<file path="config.mk">
export PLATFORM = sky130hd
export DESIGN_NAME = pipe_hazard_ctl
export DESIGN_NICKNAME = d
export VERILOG_FILES = /design/src/rtl/pipe_hazard_ctl.sv
export SDC_FILE = /design/constraint.sdc
export NUM_CORES = 1
export LEC_CHECK = 0
export ABC_AREA = 1
export CORE_MARGIN = 10
export CORE_UTILIZATION = 56
export CTS_BUF_LIST = sky130_fd_sc_hd__clkbuf_4 sky130_fd_sc_hd__clkbuf_8
export DETAILED_ROUTE_END_ITERATION = 6
export PLACE_DENSITY_LB_ADDON = 0.12
export SYNTH_ARGS = -nofsm -noshare
export SYNTH_HDL_FRONTEND = slang
export SYNTH_SLANG_ARGS = --single-unit
</file>
<file path="constraint.sdc">
create_clock -name clk -period 4.8 [get_ports clk]
set_input_delay 0.72 -clock clk [delete_from_list [all_inputs] [get_ports clk]]
set_output_delay 0.72 -clock clk [all_outputs]
set_load 0.005 [all_outputs]
</file>
<file path="src/rtl/pipe_hazard_ctl.sv">
// Pipeline sequencing controller for the 5-stage MIPS core.
// Generates PC / IF/ID / ID/EX / EX/MEM latch controls for load-use stalls,
// taken-branch flushes (branch resolved in MEM) and data-memory wait freezes,
// with a sticky memory-timeout fault and saturating stall/flush statistics.
module pipe_hazard_ctl #(
  parameter int unsigned MEM_TIMEOUT = 16,
  parameter int unsigned CNT_W       = 16
) (
  input  logic             clk,
  input  logic             rst,
  input  logic [4:0]       id_rs,
  input  logic [4:0]       id_rt,
  input  logic             id_uses_rt,
  input  logic             ex_memread,
  input  logic [4:0]       ex_rt,
  input  logic             mem_branch_taken,
  input  logic             mem_access,
  input  logic             dmem_ready,
  output logic             pc_write,
  output logic             ifid_write,
  output logic             ifid_flush,
  output logic             idex_bubble,
  output logic             exmem_flush,
  output logic             pipe_freeze,
  output logic             fault,
  output logic [CNT_W-1:0] stall_cnt,
  output logic [CNT_W-1:0] flush_cnt,
  output logic [1:0]       state
);

  typedef enum logic [1:0] {
    StRun     = 2'd0,
    StMemWait = 2'd1,
    StFault   = 2'd2,
    StBad     = 2'd3
  } state_e;

  localparam logic [7:0]       TimeoutVal = 8'(MEM_TIMEOUT);
  localparam logic [CNT_W-1:0] CntMax     = {CNT_W{1'b1}};
  localparam logic [CNT_W-1:0] CntOne     = CNT_W'(1);

  state_e           state_q, state_d;
  logic [7:0]       wait_q, wait_d;
  logic [7:0]       wait_inc;
  logic             fault_q, fault_d;
  logic [CNT_W-1:0] stall_q, stall_d;
  logic [CNT_W-1:0] flush_q, flush_d;

  logic load_use;
  logic mem_stall;
  logic flush_evt;
  logic stall_evt;

  // Load in EX whose destination is read by the instruction in ID ($0 never hazards).
  assign load_use = ex_memread && (ex_rt != 5'd0) &&
                    ((ex_rt == id_rs) || (id_uses_rt && (ex_rt == id_rt)));
  assign mem_stall = mem_access && !dmem_ready;
  assign wait_inc  = wait_q + 8'd1;

  // State, wait counter, fault flag and statistics registers.
  always_ff @(posedge clk or posedge rst) begin
    if (rst) begin
      state_q <= StRun;
      wait_q  <= 8'd0;
      fault_q <= 1'b0;
      stall_q <= '0;
      flush_q <= '0;
    end else begin
      state_q <= state_d;
      wait_q  <= wait_d;
      fault_q <= fault_d;
      stall_q <= stall_d;
      flush_q <= flush_d;
    end
  end

  // Next-state logic: enter wait on an unfinished access, time out into FAULT.
  always_comb begin
    state_d = state_q;
    wait_d  = wait_q;
    fault_d = fault_q;
    case (state_q)
      StRun: begin
        if (mem_stall) begin
          state_d = StMemWait;
          wait_d  = 8'd1;
        end
      end
      StMemWait: begin
        if (dmem_ready) begin
          state_d = StRun;
          wait_d  = 8'd0;
        end else begin
          wait_d = wait_inc;
          if (wait_inc == TimeoutVal) begin
            state_d = StFault;
            fault_d = 1'b1;
          end
        end
      end
      StFault: begin
        state_d = StFault;
      end
      default: begin
        state_d = StFault;
        fault_d = 1'b1;
      end
    endcase
  end

  // Latch controls: zero-latency decode of state and hazard inputs.
  always_comb begin
    pc_write    = 1'b0;
    ifid_write  = 1'b0;
    ifid_flush  = 1'b0;
    idex_bubble = 1'b0;
    exmem_flush = 1'b0;
    pipe_freeze = 1'b0;
    if (rst) begin
      // Pipeline is emptied while held in reset.
      ifid_flush  = 1'b1;
      idex_bubble = 1'b1;
      exmem_flush = 1'b1;
    end else begin
      case (state_q)
        StRun: begin
          if (mem_stall) begin
            pipe_freeze = 1'b1;
          end else if (mem_branch_taken) begin
            // Redirect wins over a load-use stall: the younger instructions die anyway.
            pc_write    = 1'b1;
            ifid_write  = 1'b1;
            ifid_flush  = 1'b1;
            idex_bubble = 1'b1;
            exmem_flush = 1'b1;
          end else if (load_use) begin
            idex_bubble = 1'b1;
          end else begin
            pc_write   = 1'b1;
            ifid_write = 1'b1;
          end
        end
        StMemWait: begin
          pipe_freeze = !dmem_ready;
          pc_write    = dmem_ready;
          ifid_write  = dmem_ready;
        end
        default: begin
          pipe_freeze = 1'b1;
        end
      endcase
    end
  end

  assign flush_evt = (state_q == StRun) && !mem_stall && mem_branch_taken;
  assign stall_evt = !pc_write && ((state_q == StRun) || (state_q == StMemWait));

  // Saturating statistics counters.
  always_comb begin
    stall_d = stall_q;
    flush_d = flush_q;
    if (stall_evt && (stall_q != CntMax)) begin
      stall_d = stall_q + CntOne;
    end
    if (flush_evt && (flush_q != CntMax)) begin
      flush_d = flush_q + CntOne;
    end
  end

  assign fault     = fault_q;
  assign stall_cnt = stall_q;
  assign flush_cnt = flush_q;
  assign state     = state_q;

endmodule

</file>
======== Word-level counts from Yosys, hierarchy flattened ========
Cells that the tools add are included.
cells by class
  equality and inequality tests ........... 11
  bitwise logic cells ..................... 1
  $add $sub $neg .......................... 3
  muxes and demuxes ....................... 27
  reductions and logical operators ........ 21
operators by type and width
  operator                                                               number
  16-bit by 1-bit adder with 16-bit output, second input constant        2
  16-bit != test, second input constant                                  2
  1-bit 2-to-1 mux                                                       17
  8-bit 2-to-1 mux                                                       2
  8-bit case mux with 2 select lines                                     1
  5-bit equality test                                                    2
  1-bit logical AND                                                      9
  8-bit by 1-bit adder with 8-bit output, second input constant          1
  8-bit by 5-bit equality test with 1-bit output, second input constant  1
  2-bit 2-to-1 mux                                                       3
  2-bit != test, second input constant                                   3
  1-bit case mux with 2 select lines                                     3
  5-bit nonzero test                                                     1
  2-bit case mux with 2 select lines                                     1
  2-bit AND reduction                                                    2
  1-bit zero test                                                        3
  3-bit != test, second input constant                                   1
  3-bit AND reduction                                                    1
  2-bit by 1-bit equality test with 1-bit output, second input constant  1
  2-bit equality test, second input constant                             1
  2-bit zero test                                                        1
  1-bit logical OR                                                       2
  2-bit nonzero test                                                     1
  2-bit OR reduction                                                     1
  1-bit NOT                                                              1
storage, ports and cells
  output and inout port bits .............. 41
  register bits ........................... 43

======== Depth between registers and ports, before layout ========
  depth after elaboration ................. 12
  gate-level depth with buffers ........... 14

======== Least setup slack after synthesis ========
No wires, ideal clock.
  path type ............................... input to output
  from .................................... in rst
  to ...................................... out pc_write
  required time ........................... 4.080 ns
  stages on the path ...................... 5
  setup slack ............................. 1.832 ns
  path buffers ............................ 2
  arrival time ............................ 2.248 ns
  cells stage by stage .................... inv_1 > nand2_4 > buf_2 > inv_2 > buf_4
between the ends
  word-level cells in the longest chain between the ends .. 1
ends and longest elaborated chain
  element           line  RTL
  from (decl)       10    input logic rst,
  1-bit 2-to-1 mux  --
  to (decl)         19    output logic pc_write,
No other way between the ends.

======== Worst setup path in the final report ========
  from .................................... in dmem_ready
  to ...................................... out ifid_write
between the ends
  word-level cells in the longest chain between the ends .. 5
ends and longest elaborated chain
  element                                 line  RTL
  from (decl)                             18    input logic dmem_ready,
  1-bit zero test                         57    assign mem_stall = mem_access && !dmem_ready;
  1-bit logical AND                       57
  1-bit 2-to-1 mux                        127   if (mem_stall) begin
  1-bit case mux with 2 select lines (*)  125   case (state_q)
  1-bit 2-to-1 mux (*)                    119   if (rst) begin
  to (decl)                               20    output logic ifid_write,
Every way passes the cells marked *; elsewhere a longest branch is shown, timed or not.

==> run metrics <==
outcome=finished, final reports clean; FMAX=0.296 GHz; Worst Setup Start Kind=input port; final-stage net count=441; WL/cell=13.6 microns; post-CTS setup buffers=0; Max Cap Viol=0; hold path cells=2; Commonest cells post-synth=113 x nand2_1, 43 x dfrtp_1, 41 x inv_1, 29 x nand3_1, 24 x nor2_1; I/O pin count=63; CP Max Fanout=18; first-iteration detailed-routing DRC count=150; DRT Wirelength=6400 microns; Yosys top cell area share=40.5%; cell with the most instances after synthesis=nand2_1; synthesized instance count=352; Ant. Diodes=0; CTS sink count=43; post-synthesis net count=377; unrepaired setup endpoints after global routing=no; fin crit period=3380 ps; Data arrival, critical path=2660 ps; crit path from=dmem_ready; Final Util=75.9%; all-layer global routing usage=17.1%; Clock Path Buffers=2; internal power=0.000499 W; # rows=24; first-pass GRT wire length=10700 microns; clock slew at reported path FFs=80 ps; Power Density=192 nW/um^2; Finished Layout Cells=469; VDD IR max=0.000196 V; pre-CTS setup slack=1410 ps; Top FF cell, synth=dfrtp_1; DP Wirelength=4940 microns; Post-CTS Resized=0; CTS Buf Count=5; CTS hold repair buffers=0; Inst Count DP=461; leakage=1.65 nW; Logic pwr share=8.3%; Switching Fraction=23.5%; Syn Std Cell Area=2660 sq um; CP Class=input port to output port; Antenna Nets Post-Route=0; Initial Util=59.4%; Reg-to-Reg Start=flush_cnt[0]; DRC=0; later-pin clock latency in the skew report=300 ps; post-synthesis sequential area ratio=40.5%; die outline width=88.9 microns; CTS tree=built; die area=7900 sq um; IO Port Bufs=62; Crit. End Element=output port; Worst Skew=7.99 ps; # H-tree levels=2; Synth area leaders=dfrtp_1 41%, nand2_1 16%, xor2_1 6.3%; r2r worst-path depth=9; core region area=4470 sq um; Design Power=0.000652 W; net switching power=0.000153 W; Seq pwr share=56.2%; Clk pwr share=35.5%; final worst setup slack=1420 ps; Worst slew margin=65.4%; Period Utilization, post-route=70.3%; EDFF count, synth=0; Worst EP required=4080 ps; Min-Delay Startpoint=fault; Pre-Repair DR Iteration Count=5; DIE HEIGHT=88.9 microns; Yosys reg bits=43; Yosys cell types=31; HP Class=flip-flop to flip-flop; Post-Syn Area per Cell=7.55 sq um; initial antenna violation count=0; warnings from Yosys=0; Final Max Tran Viols=0; Worst Max-Slew Pin Slew=518 ps; Area growth, synth to finish=27.8%; ys async rst share=100%; largest net degree at the start of global routing=37; cell taking the most area after synthesis=dfrtp_1; CTS Root Cell=clkbuf_8; GP Congestion=0.836; final hold violation count=0; vias in the first global route=2461; Overflow after GRT=0; final setup fails=0; vias per std cell=5.21; setup TNS=0 ps; layout cells sized above 1=8.63%; DR vias=2443
==> cells by family after synthesis <==
group / after synthesis / synth area share [%]
buf+inv: 57 / 8.86
flops: 43 / 40.5
compound gates: 20 / 4.90
xor+xnor: 32 / 10.6
fa+ha+maj: 3 / 1.41
simple gates: 197 / 33.8
==> layout by cell type, fill, tap and decap left out, drive strengths merged, types with 2 or more instances in the layout <==
cell / count
ha: 3
nor4: 3
o22ai: 4
clkbuf: 6
nand2: 118
nand3: 30
o21ai: 11
xnor2: 13
nor2: 30
xor2: 19
clkdlybuf4s50: 62
clkinv: 2
inv: 50
dfrtp: 43
nor3: 11
nand4: 4
==> metal layers <==
metal,track usage (%),wire length (microns)
met1,18.5,2570
met3,4.96,427
met4,7.64,145
met5,0,0
met2,30.4,3260
==> state kept, by name, summed over array words and instances, names as in the netlist <==
name,count
fault,1
flush_cnt,16
stall_cnt,16
state,2
wait_q,8
==> area by class of cell <==
type                            instances  area, sq um
Clock buffer                            6         76.3
Clock inverter                          2         12.5
Fill cell                             358         1080
Inverter                               51          191
Multi-Input combinational cell        252         1350
Sequential cell                        43         1080
Tap cell                               52         65.1
Timing Repair Buffer                   63          628
==> power by group through the flow <==
| stage | sequential, W | combinational, W | clock [W] |
|---|---|---|---|
| detailed placement | 0.000374 | 0.0000543 | 0 |
| CTS | 0.000367 | 0.0000546 | 0.000239 |
| floorplan | 0.000373 | 0.0000251 | 0 |
| global placement | 0.000374 | 0.0000524 | 0 |
| finish | 0.000367 | 0.0000538 | 0.000232 |
| global route | 0.000367 | 0.0000604 | 0.000254 |
==> worst max-delay path: stages <==
cell             delay (ps)
clkdlybuf4s50_1         550
inv_2                    80
nand2_1                  60
nand2_1                  80
nor2_2                  130
inv_2                    50
o21ai_1                 100
inv_2                    40
nand2_1                 100
nand2_4                 150
inv_2                    90
clkdlybuf4s50_1         500
==> path summary, 6_finish.rpt <==
path	endpoint	slack (ps)
min	fault	480
min reg2reg	fault	480
max in group asynchronous	flush_cnt[14]	3350
min in group asynchronous	state[0]	700
max reg2reg	flush_cnt[14]	2750
max	ifid_write	1420
==> metrics by stage <==
step,hold slack (ps),cell area (sq um)
after CTS,472,3390
after global routing,512,3390
final,476,3390
after global placement,446,3310
after floorplan,457,2660
after detailed placement,453,3310
No activity file was read; power rests on OpenSTA's default activity.
